$ cat src/rtl/spi_arbiter_if.sv
// Request/grant and SPI-controller bundle shared by the arbiter and its users.
// Latency: none, wires only.
// Backpressure: req is a level that stays high until gnt pulses.
interface spi_arbiter_if #(
    parameter int NREQ = 4,
    parameter int DW   = 16,
    parameter int SELW = 2
);
    logic [NREQ-1:0]      req;
    logic [NREQ*DW-1:0]   req_data;
    logic [NREQ*SELW-1:0] req_sel;
    logic [NREQ-1:0]      gnt;
    logic [NREQ-1:0]      done;
    logic [DW-1:0]        rdata;
    logic                 busy;
    logic                 spi_start;
    logic [DW-1:0]        spi_data;
    logic [SELW-1:0]      spi_sel;
    logic [DW-1:0]        spi_rdata;

    // arbiter side
    modport slave (
        input  req, req_data, req_sel, spi_rdata,
        output gnt, done, rdata, busy, spi_start, spi_data, spi_sel
    );

    // requester / controller side
    modport master (
        output req, req_data, req_sel, spi_rdata,
        input  gnt, done, rdata, busy, spi_start, spi_data, spi_sel
    );
endinterface

$ cat src/rtl/spi_arbiter.sv
// Round-robin arbiter sharing one SPI controller among NREQ requesters.
// Latency: gnt 1 cycle after req seen in IDLE; done 2+XFER_CYC-1 cycles after gnt.
// Backpressure: one transaction in flight; requests wait (level held) until IDLE.
module spi_arbiter #(
    parameter int NREQ     = 4,
    parameter int DW       = 16,
    parameter int SELW     = 2,
    parameter int XFER_CYC = 46,
    parameter int GAP_CYC  = 2
) (
    input  logic         clk,
    input  logic         rst,
    spi_arbiter_if.slave bus
);
    localparam int IW   = (NREQ > 1) ? $clog2(NREQ) : 1;
    localparam int CMAX = (XFER_CYC > GAP_CYC) ? XFER_CYC : GAP_CYC;
    localparam int CW   = $clog2(CMAX + 1);

    localparam logic [2:0] S_IDLE  = 3'd0;
    localparam logic [2:0] S_LOAD  = 3'd1;
    localparam logic [2:0] S_START = 3'd2;
    localparam logic [2:0] S_WAIT  = 3'd3;
    localparam logic [2:0] S_CAPT  = 3'd4;
    localparam logic [2:0] S_GAP   = 3'd5;

    logic [2:0]      state;
    logic [NREQ-1:0] req_q;
    logic [IW-1:0]   ptr;
    logic [IW-1:0]   idx;
    logic [IW-1:0]   win;
    logic            win_vld;
    logic [CW-1:0]   cnt;
    logic [DW-1:0]   spi_data_r;
    logic [SELW-1:0] spi_sel_r;
    logic [DW-1:0]   rdata_r;

    // Round-robin search over the request vector latched on entry to LOAD,
    // starting at ptr and wrapping from NREQ-1 back to 0.
    always_comb begin
        logic [IW-1:0] k;
        win     = '0;
        win_vld = 1'b0;
        k       = '0;
        for (int i = 0; i < NREQ; i++) begin
            k = IW'((int'(ptr) + i) % NREQ);
            if (!win_vld && req_q[k]) begin
                win_vld = 1'b1;
                win     = k;
            end
        end
    end

    // Transaction sequencer: arbitrate, launch, wait out the transfer, capture, idle gap.
    always_ff @(posedge clk or posedge rst) begin
        if (rst) begin
            state      <= S_IDLE;
            req_q      <= '0;
            ptr        <= '0;
            idx        <= '0;
            cnt        <= '0;
            spi_data_r <= '0;
            spi_sel_r  <= '0;
            rdata_r    <= '0;
        end else begin
            case (state)
                S_IDLE: begin
                    if (|bus.req) begin
                        req_q <= bus.req;
                        state <= S_LOAD;
                    end
                end
                S_LOAD: begin
                    if (win_vld) begin
                        spi_data_r <= bus.req_data[int'(win)*DW +: DW];
                        spi_sel_r  <= bus.req_sel[int'(win)*SELW +: SELW];
                        idx        <= win;
                        ptr        <= (win == IW'(NREQ - 1)) ? '0 : win + IW'(1);
                        cnt        <= '0;
                        state      <= S_START;
                    end else begin
                        state <= S_IDLE;
                    end
                end
                S_START: begin
                    // two cycles of spi_start so the controller's delayed-edge detector fires
                    if (cnt == CW'(1)) begin
                        cnt   <= '0;
                        state <= S_WAIT;
                    end else begin
                        cnt <= cnt + CW'(1);
                    end
                end
                S_WAIT: begin
                    // the counter reaches XFER_CYC-2 on the edge into CAPT; spi_rdata is
                    // sampled on that same edge so rdata is already valid while done pulses
                    cnt <= cnt + CW'(1);
                    if (cnt == CW'(XFER_CYC - 3)) begin
                        rdata_r <= bus.spi_rdata;
                        state   <= S_CAPT;
                    end
                end
                S_CAPT: begin
                    cnt   <= '0;
                    state <= S_GAP;
                end
                S_GAP: begin
                    if (cnt == CW'(GAP_CYC - 1)) begin
                        cnt   <= '0;
                        state <= S_IDLE;
                    end else begin
                        cnt <= cnt + CW'(1);
                    end
                end
                default: state <= S_IDLE;
            endcase
        end
    end

    assign bus.gnt       = (state == S_LOAD && win_vld) ? (NREQ'(1) << win) : '0;
    assign bus.done      = (state == S_CAPT) ? (NREQ'(1) << idx) : '0;
    assign bus.busy      = (state != S_IDLE);
    assign bus.spi_start = (state == S_START);
    assign bus.spi_data  = spi_data_r;
    assign bus.spi_sel   = spi_sel_r;
    assign bus.rdata     = rdata_r;
endmodule

$ cat src/flat_wrapper.sv
// flat-port wrapper written by rule: the top's interface ports become plain ports
module spi_arbiter_flat 
#(
    parameter int NREQ     = 4,
    parameter int DW       = 16,
    parameter int SELW     = 2,
    parameter int XFER_CYC = 46,
    parameter int GAP_CYC  = 2
)
  (clk, rst, bus_req, bus_req_data, bus_req_sel, bus_spi_rdata, bus_gnt, bus_done, bus_rdata, bus_busy, bus_spi_start, bus_spi_data, bus_spi_sel);
  spi_arbiter_if #(.NREQ(NREQ), .DW(DW), .SELW(SELW)) bus_i ();
  input  logic clk;
  input  logic rst;
  input wire logic [$bits(bus_i.req)-1:0] bus_req;
  input wire logic [$bits(bus_i.req_data)-1:0] bus_req_data;
  input wire logic [$bits(bus_i.req_sel)-1:0] bus_req_sel;
  input wire logic [$bits(bus_i.spi_rdata)-1:0] bus_spi_rdata;
  output wire logic [$bits(bus_i.gnt)-1:0] bus_gnt;
  output wire logic [$bits(bus_i.done)-1:0] bus_done;
  output wire logic [$bits(bus_i.rdata)-1:0] bus_rdata;
  output wire logic [$bits(bus_i.busy)-1:0] bus_busy;
  output wire logic [$bits(bus_i.spi_start)-1:0] bus_spi_start;
  output wire logic [$bits(bus_i.spi_data)-1:0] bus_spi_data;
  output wire logic [$bits(bus_i.spi_sel)-1:0] bus_spi_sel;
  assign bus_i.req = bus_req;
  assign bus_i.req_data = bus_req_data;
  assign bus_i.req_sel = bus_req_sel;
  assign bus_i.spi_rdata = bus_spi_rdata;
  assign bus_gnt = bus_i.gnt;
  assign bus_done = bus_i.done;
  assign bus_rdata = bus_i.rdata;
  assign bus_busy = bus_i.busy;
  assign bus_spi_start = bus_i.spi_start;
  assign bus_spi_data = bus_i.spi_data;
  assign bus_spi_sel = bus_i.spi_sel;
  spi_arbiter #(.NREQ(NREQ), .DW(DW), .SELW(SELW), .XFER_CYC(XFER_CYC), .GAP_CYC(GAP_CYC)) u_core (.clk(clk), .rst(rst), .bus(bus_i));
endmodule
$ cat config.mk
export PLATFORM = sky130hd
export DESIGN_NAME = spi_arbiter_flat
export DESIGN_NICKNAME = d
export VERILOG_FILES = /design/src/rtl/spi_arbiter_if.sv /design/src/rtl/spi_arbiter.sv /design/src/flat_wrapper.sv
export SDC_FILE = /design/constraint.sdc
export NUM_CORES = 1
export LEC_CHECK = 0
export CORE_ASPECT_RATIO = 2
export CORE_MARGIN = 3
export CORE_UTILIZATION = 55
export DETAILED_ROUTE_END_ITERATION = 8
export DONT_BUFFER_PORTS = 1
export PLACE_DENSITY = 0.71
export REMOVE_ABC_BUFFERS = 1
export SLEW_MARGIN = 20
export SYNTH_ARGS = -nofsm -noshare
export SYNTH_HDL_FRONTEND = slang
export SYNTH_SLANG_ARGS = --single-unit
$ cat constraint.sdc
create_clock -name clk -period 2.7 [get_ports clk]
set_input_delay 0.54 -clock clk [delete_from_list [all_inputs] [get_ports clk]]
set_output_delay 0.54 -clock clk [all_outputs]
set_load 0.01 [all_outputs]
# Word-level counts from Yosys, hierarchy flattened
# Index checks and enable logic that the tools add are counted.
# totals
reg_bits,51
latchBits,0
mem_bits_rw,0
mem_bits_ro,0
in_bits,94
out_inout_bits,44
elab_cells,79
n_memories,0
# op_classes
addsub,5
mul,0
div,0
order_cmp,4
eq_ne,13
shifts,4
n_mux,28
bitwise,0
n_reduce_logical,17
# ops
operator,n
64-bit by 7-bit variable part select with 16-bit output,1
6-bit one-hot mux with 4 select lines,1
3-bit one-hot mux with 6 select lines,1
"2-bit by 3-bit less-than comparator with 1-bit output, second input constant",4
2-bit two-way mux,6
3-bit two-way mux,4
6-bit two-way mux,2
"2-bit by 1-bit inequality test with 1-bit output, second input constant",5
1-bit binary-select mux with 2-bit select,4
1-bit two-way mux,8
4-bit two-way mux,2
2-bit AND reduction,4
8-bit by 4-bit variable part select with 2-bit output,1
"1-bit by 2-bit << shifter with 4-bit output, first input constant",2
"6-bit by 1-bit adder with 6-bit output, second input constant",1
"3-bit by 2-bit equality test with 1-bit output, second input constant",2
"3-bit equality test, second input constant",2
"6-bit by 1-bit equality test with 1-bit output, second input constant",1
"6-bit equality test, second input constant",1
"2-bit by 1-bit adder with 2-bit output, second input constant",2
"2-bit adder, second input constant",2
1-bit logical AND,4
4-bit AND reduction,1
4-bit nonzero test,1
7 further kinds,9

# Logic depth before layout (Yosys ltp)
# Gate-level depths: netlist of the first run.
# depth
depth_word,14
depth_mapped,9
depth_no_buf,7

# Least setup slack after synthesis of the first run
# OpenSTA, ideal clock, no wires.
# synth_timing
path_kind,flip-flop to output port
from,reg u_core.ptr[0]
to,out bus_gnt[3]
arrival_time_ns,1.895
required_time_ns,2.160
path_slack_ns,0.265
stages_incl_launch_ff,8
cell_sequence,dfrtp_1 > or3b_2 > o221ai_1 > buf_2 > buf_4 > inv_1 > ha_1 > and2_2
# synth_via
elab_chain_cells,14
# synth_lines
element,line_no,rtl
start: declaration,spi_arbiter.sv:28,logic [IW-1:0] ptr;
start signal: assignment,spi_arbiter.sv:77,ptr <= (win == IW'(NREQ - 1)) ? '0 : win + IW'(1);
"parallel branches: the longest is 13 deep, another holds 2-bit by 1-bit adder with 2-bit output",--,
4-bit two-way mux (*),spi_arbiter.sv:119,assign bus.gnt = (state == S_LOAD && win_vld) ? (NREQ'(1) << win) : '0;
end: declaration,flat_wrapper.sv:18,output wire logic [$bits(bus_i.gnt)-1:0] bus_gnt;
# Every way passes the cells marked *. The select of a mux whose other input is x is not followed.

# Worst setup path in the final report of the first run
# layout_timing
from,reg u_core.ptr[1]
to,out bus_gnt[0]
# The elaborated chain is that of the path after synthesis.

==> metrics.txt, run 1 <==
I/O Buffers=0; synth top area cells=dfrtp_1 (46%), mux2_2 (8.5%), mux2i_1 (6.5%); via/cell ratio=6.30; GP Congestion=0.795; number of global-route vias before repair=2,105; fillers=425; Total Routing Usage GR=20.5%; CTS root buf=clkbuf_8; flop2flop setup slack=470 ps; Placed Cells=310; mapped cell area=0.00279 sq mm; Net Switching=1.39 mW; Worst R2R End=u_core.bus.spi_data[0]; worst vdd ir=0.725 mV; CTS resizes=0; largest net degree at the start of global routing=52; CP Launch Type=flop; remaining antenna violation count=0; Placed Area=0.00284 sq mm; outcome=finished clean; clock share of power=13.5%; Post-CTS Setup Bufs=0; Util after Layout=59.9%; Synth area leader=dfrtp_1; Pre-antenna DRT Iters=4; non-filler instance count after layout=318; share of layout cells above drive strength 1=23.0%; Layout Skew=10.8 ps; Die Width=56.4 um; min Tclk post-route=2510 ps; CP required=2160 ps; H-tree Lvls=2; IO Pins=138; DRC viols=0; number of synthesized flops with an enable pin=0; slowest cell delay on critical path=520 ps; crit path max fanout=19; final non-filler cell area=0.00294 sq mm; CP Launch Point=u_core.ptr[1]; Seq/Total Area, Yosys=45.7%; core area=0.00491 sq mm; CTS tree=built; PwrDens=1200 mW/mm^2; Hold Vio Cnt, Final=0; grt total ovfl=0; critical path class=reg2out; WL per Instance=19.1 um; Worst Setup EP=bus_gnt[0]; internal power=2.14 mW; drt total wl=6080 um; Reg2Reg Launch Point=u_core.req_q[3]; synthesized flop and latch total=51; Via Count=2,004; Leak=1.40 nW; Synth Flop Type=dfrtp_1; worst-margin pin slew=637 ps; initial antenna violation count=0; count leader, synth=dfrtp_1; first-pass GRT wire length=9670 um; worst path cell trace=or3b_2 -> o31a_2 -> a21boi_4; chip height=107 um; FFs w/ async S/R, synth=100%; Ys Warns=0; clk_lat worst skew=310 ps; critical path arrival=1970 ps; Seq pwr share=45.0%; Sink Count=51; logic gate share of total power=41.5%; WHS=267 ps; Final Max Slew Viols=0; fin crit share=92.8%; initial DRC count=49; post-synth top area share=45.7%; die area=0.00602 sq mm; Reg2Reg Depth=6; maximum buffer depth of the clock tree=2; area grow syn2layout=5.29%; Worst Hold Class=in2async; Mapped Cells=258; Rows=36; maximum clock frequency=0.399 GHz; number of distinct library cells after synthesis=49; Slew headroom=57.3%; Crit. End Element=output pin; top post-synthesis cells by count=dfrtp_1 (51), nor2_1 (27), mux2_2 (21); Num CTS Buffers=5; switch share=39.4%; diode count=0; Critical Path Slowest Stage Cell=or3b_2; Clk pin slew, worst setup/hold paths=100 ps; final net count=357; DP HPWL=4680 um; Initial Util=56.9%; RSZ-0062 raised after global routing=false; cts hold-fix bufs=0; # Max-Cap Violations=0; post-synthesis average cell area=10.8 sq um; Setup Viol. Count Final=0; Final Power=3.53 mW
## cell type report
class / count / area, sq um / share of cell area (%)
multi-input combinational: 185 / 1400 / 47.6
sequential: 51 / 1280 / 43.4
clock buffer: 6 / 82.6 / 2.81
tap: 57 / 71.3 / 2.43
timing repair buffer: 8 / 60.1 / 2.04
inverter: 9 / 33.8 / 1.15
clock inverter: 2 / 16.3 / 0.553
## worst max-delay path, delay by kind of cell (launching register included)
| kind | cells | cell delay, ps |
|---|---|---|
| AOI/OAI and AO/OA | 2 | 680 |
| and+or+nand+nor | 1 | 520 |
| DFF | 1 | 460 |
## power groups by stage
stage	logic, mW	registers [mW]	clock network, mW
finish	1.47	1.59	0.476
global route	1.65	1.64	0.525
CTS	1.47	1.59	0.485
detailed placement	1.47	1.61	0
global placement	1.43	1.60	0
floorplan	1.23	1.52	0
## state kept, by name, summed over array words and instances (netlist names)
register and cells:
u_core.idx 2, u_core.bus.spi_data 16, u_core.bus.spi_sel 2, u_core.bus.rdata 16
u_core.ptr 2, u_core.cnt 6, u_core.state 3, u_core.req_q 4
## cell usage in the layout, fill, tap and decap left out, types with 6 or more instances in the layout
cell type and instances:
nand2b_1 6, mux2_2 21, a22o_2 9, inv_1 8
a22o_1 9, nand2_1 18, a211o_1 17, nor2_1 27
mux2i_1 18, dfrtp_1 51, a21oi_1 8, buf_4 8
clkbuf_8 6
## kinds of logic after synthesis
family	share of synthesized area, %
and+or+nand+nor	13.7
AOI/OAI and AO/OA	19.4
DFF	45.7
muxes	14.9
buffers and inverters	4.57
adders and majority gates	1.34
xor gates and xnor gates	0.314
## layer usage
layer	GRT usage, %	share of wire, %	vias to the layer above
met3	5.78	7.6	8
li1	-	-	945
met2	38.2	56	92
met5	0	0	-
met1	20.9	35	959
met4	8.32	1.7	0
## through the flow
step / TNS [ps] / setup slack, ps
final: 0 / 195
after global routing: 0 / 94.7
after CTS: 0 / 39.9
after detailed placement: 0 / 401
after global placement: 0 / 408
after floorplan: -4010 / -556
## worst min-delay path by stage
stage                     depth (start not counted)                  end  slack (ps)     startpoint
after floorplan                                   1        u_core.cnt[4]         470  u_core.cnt[4]
after global placement                            1        u_core.cnt[4]         490  u_core.cnt[4]
after detailed placement                          1        u_core.cnt[4]         500  u_core.cnt[4]
after CTS                                         2  u_core.bus.rdata[5]         290            rst
after global routing                              2  u_core.bus.rdata[1]         310            rst
final                                             2  u_core.bus.rdata[1]         270            rst
(Power assumes the default switching activity.)
==> inputs of run 2 (changes only) <==
--- a/config.mk
+++ b/config.mk
@@ -16,3 +16,4 @@
 export SYNTH_ARGS = -nofsm -noshare
 export SYNTH_HDL_FRONTEND = slang
 export SYNTH_SLANG_ARGS = --single-unit
+export TNS_END_PERCENT = 1
==> results of run 2 <==
The final DEF is identical to that of run 1; final timing and power are the same.
==> inputs of run 3 (changes only) <==
--- a/config.mk
+++ b/config.mk
@@ -10,6 +10,7 @@
 export CORE_UTILIZATION = 55
 export DETAILED_ROUTE_END_ITERATION = 8
 export DONT_BUFFER_PORTS = 1
+export GPL_TIMING_DRIVEN = 0
 export PLACE_DENSITY = 0.71
 export REMOVE_ABC_BUFFERS = 1
 export SLEW_MARGIN = 20
==> metrics.txt, run 3 (same netlist as run 1, synthesis figures left out) <==
outcome=finished clean; worst vdd ir=1.01 mV; crit path max fanout=6; internal power=2.22 mW; initial DRC count=48; clk_lat worst skew=310 ps; Clk pin slew, worst setup/hold paths=100 ps; Num CTS Buffers=5; CP Launch Type=flop; I/O Buffers=0; CTS root buf=clkbuf_8; critical path arrival=2000 ps; Seq pwr share=44.5%; number of global-route vias before repair=2,095; Setup TNS=0 ps; Sequential Area=0.00128 sq mm; DP HPWL=4660 um; CP required=2160 ps; # Max-Cap Violations=0; Rows=36; H-tree Lvls=2; Final Power=3.64 mW; Sink Count=51; core area=0.00491 sq mm; multi-input gate area in the final layout=0.00141 sq mm; remaining antenna violation count=0; drt total wl=6090 um; diode count=0; share of layout cells above drive strength 1=23.5%; worst-margin pin slew=886 ps; CTS tree=built; via/cell ratio=6.34; final non-filler cell area=0.00297 sq mm; Die Width=56.4 um; grt total ovfl=0; Placed Area=0.00285 sq mm; leading cell type in the layout, fill and taps excluded=dfrtp_1; Total Routing Usage GR=20.8%; Initial Util=56.9%; Net Switching=1.42 mW; chip height=107 um; Leak=1.41 nW; Final Max Slew Viols=0; Pre-antenna DRT Iters=4; IO Pins=138; maximum clock frequency=0.394 GHz; Setup Viol. Count Final=0; final net count=357; cts hold-fix bufs=0; clock share of power=11.9%; area grow syn2layout=6.27%; WL per Instance=19.2 um; initial antenna violation count=0; logic gate share of total power=43.6%; Slew headroom=40.9%; most frequent cells in the layout=dfrtp_1 (49), nor2_1 (27), mux2_2 (21), nand2_1 (18), mux2i_1 (18); fin crit share=94.0%; fillers=424; min Tclk post-route=2540 ps; DRC viols=0; GP Congestion=0.710; first-pass GRT wire length=9900 um; switch share=39.0%; PwrDens=1230 mW/mm^2; Layout Skew=14.8 ps; die area=0.00602 sq mm; Worst Hold Class=in2async; critical path class=reg2out; RSZ-0062 raised after global routing=false; largest net degree at the start of global routing=34; Via Count=2,010; maximum buffer depth of the clock tree=2; Crit. End Element=output pin; Hold Vio Cnt, Final=0
[run 3: repair_timing]
item	in CTS	in global routing
buffers inserted	0	4
endpoints found under the setup margin	1	1
gates resized for setup	1	3
hold endpoints to repair	0	0
[run 3: layer usage]
layer | share of wire [%] | track usage, %
met5 | 0 | 0
met2 | 56 | 38.3
met1 | 36 | 22.9
met4 | 1.7 | 7.98
met3 | 6.6 | 4.22
[run 3: path summary, 6_finish.rpt]
kind / depth (start not counted) / slack [ps] / start / end
min in group clk: 1 / 340 / bus_req_data[25] / u_core.bus.spi_data[9]
hold / removal: 1 / 90 / rst / u_core.bus.rdata[2]
hold reg to reg: 1 / 530 / u_core.cnt[4] / u_core.cnt[4]
setup reg to reg: 5 / 390 / u_core.req_q[3] / u_core.bus.spi_data[13]
setup / recovery: 6 / 160 / u_core.ptr[0] / bus_gnt[3]
max in group asynchronous: 2 / 2070 / rst / u_core.ptr[1]
[run 3: through the flow]
step | cells | util (%) | hold slack, ps | setup slack, ps
6_report | 317 | 60.4 | 94.4 | 161
3_5_place_dp | 306 | 58.1 | 456 | 299
2_1_floorplan | 245 | - | 467 | -556
4_1_cts | 313 | 59.8 | 107 | 50.9
5_1_grt | 317 | 60.4 | 116 | 33.5
3_3_place_gp | 302 | 56.4 | 488 | -1040
[run 3: worst max-delay path: stages, from the launching register on]
cell and delay (ps):
dfrtp_2 450, or3b_2 530, o221ai_4 90, clkbuf_16 180, inv_1 50, ha_1 190
and2_2 200
[run 3: power groups by stage]
stage               Clock (mW)  Combinational (mW)  Sequential (mW)
floorplan                    0                1.23             1.52
global placement             0                1.38             1.62
detailed placement           0                1.53             1.63
CTS                      0.449                1.54             1.62
global route             0.476                1.76             1.67
finish                   0.431                1.59             1.62
[run 3: final cells by class]
cell class,count,share of cell area [%]
multi-input combinational,185,47.6
sequential,51,43.1
timing repair buffer,8,3.04
tap,57,2.40
clock buffer,5,2.32
inverter,9,1.14
clock inverter,2,0.464
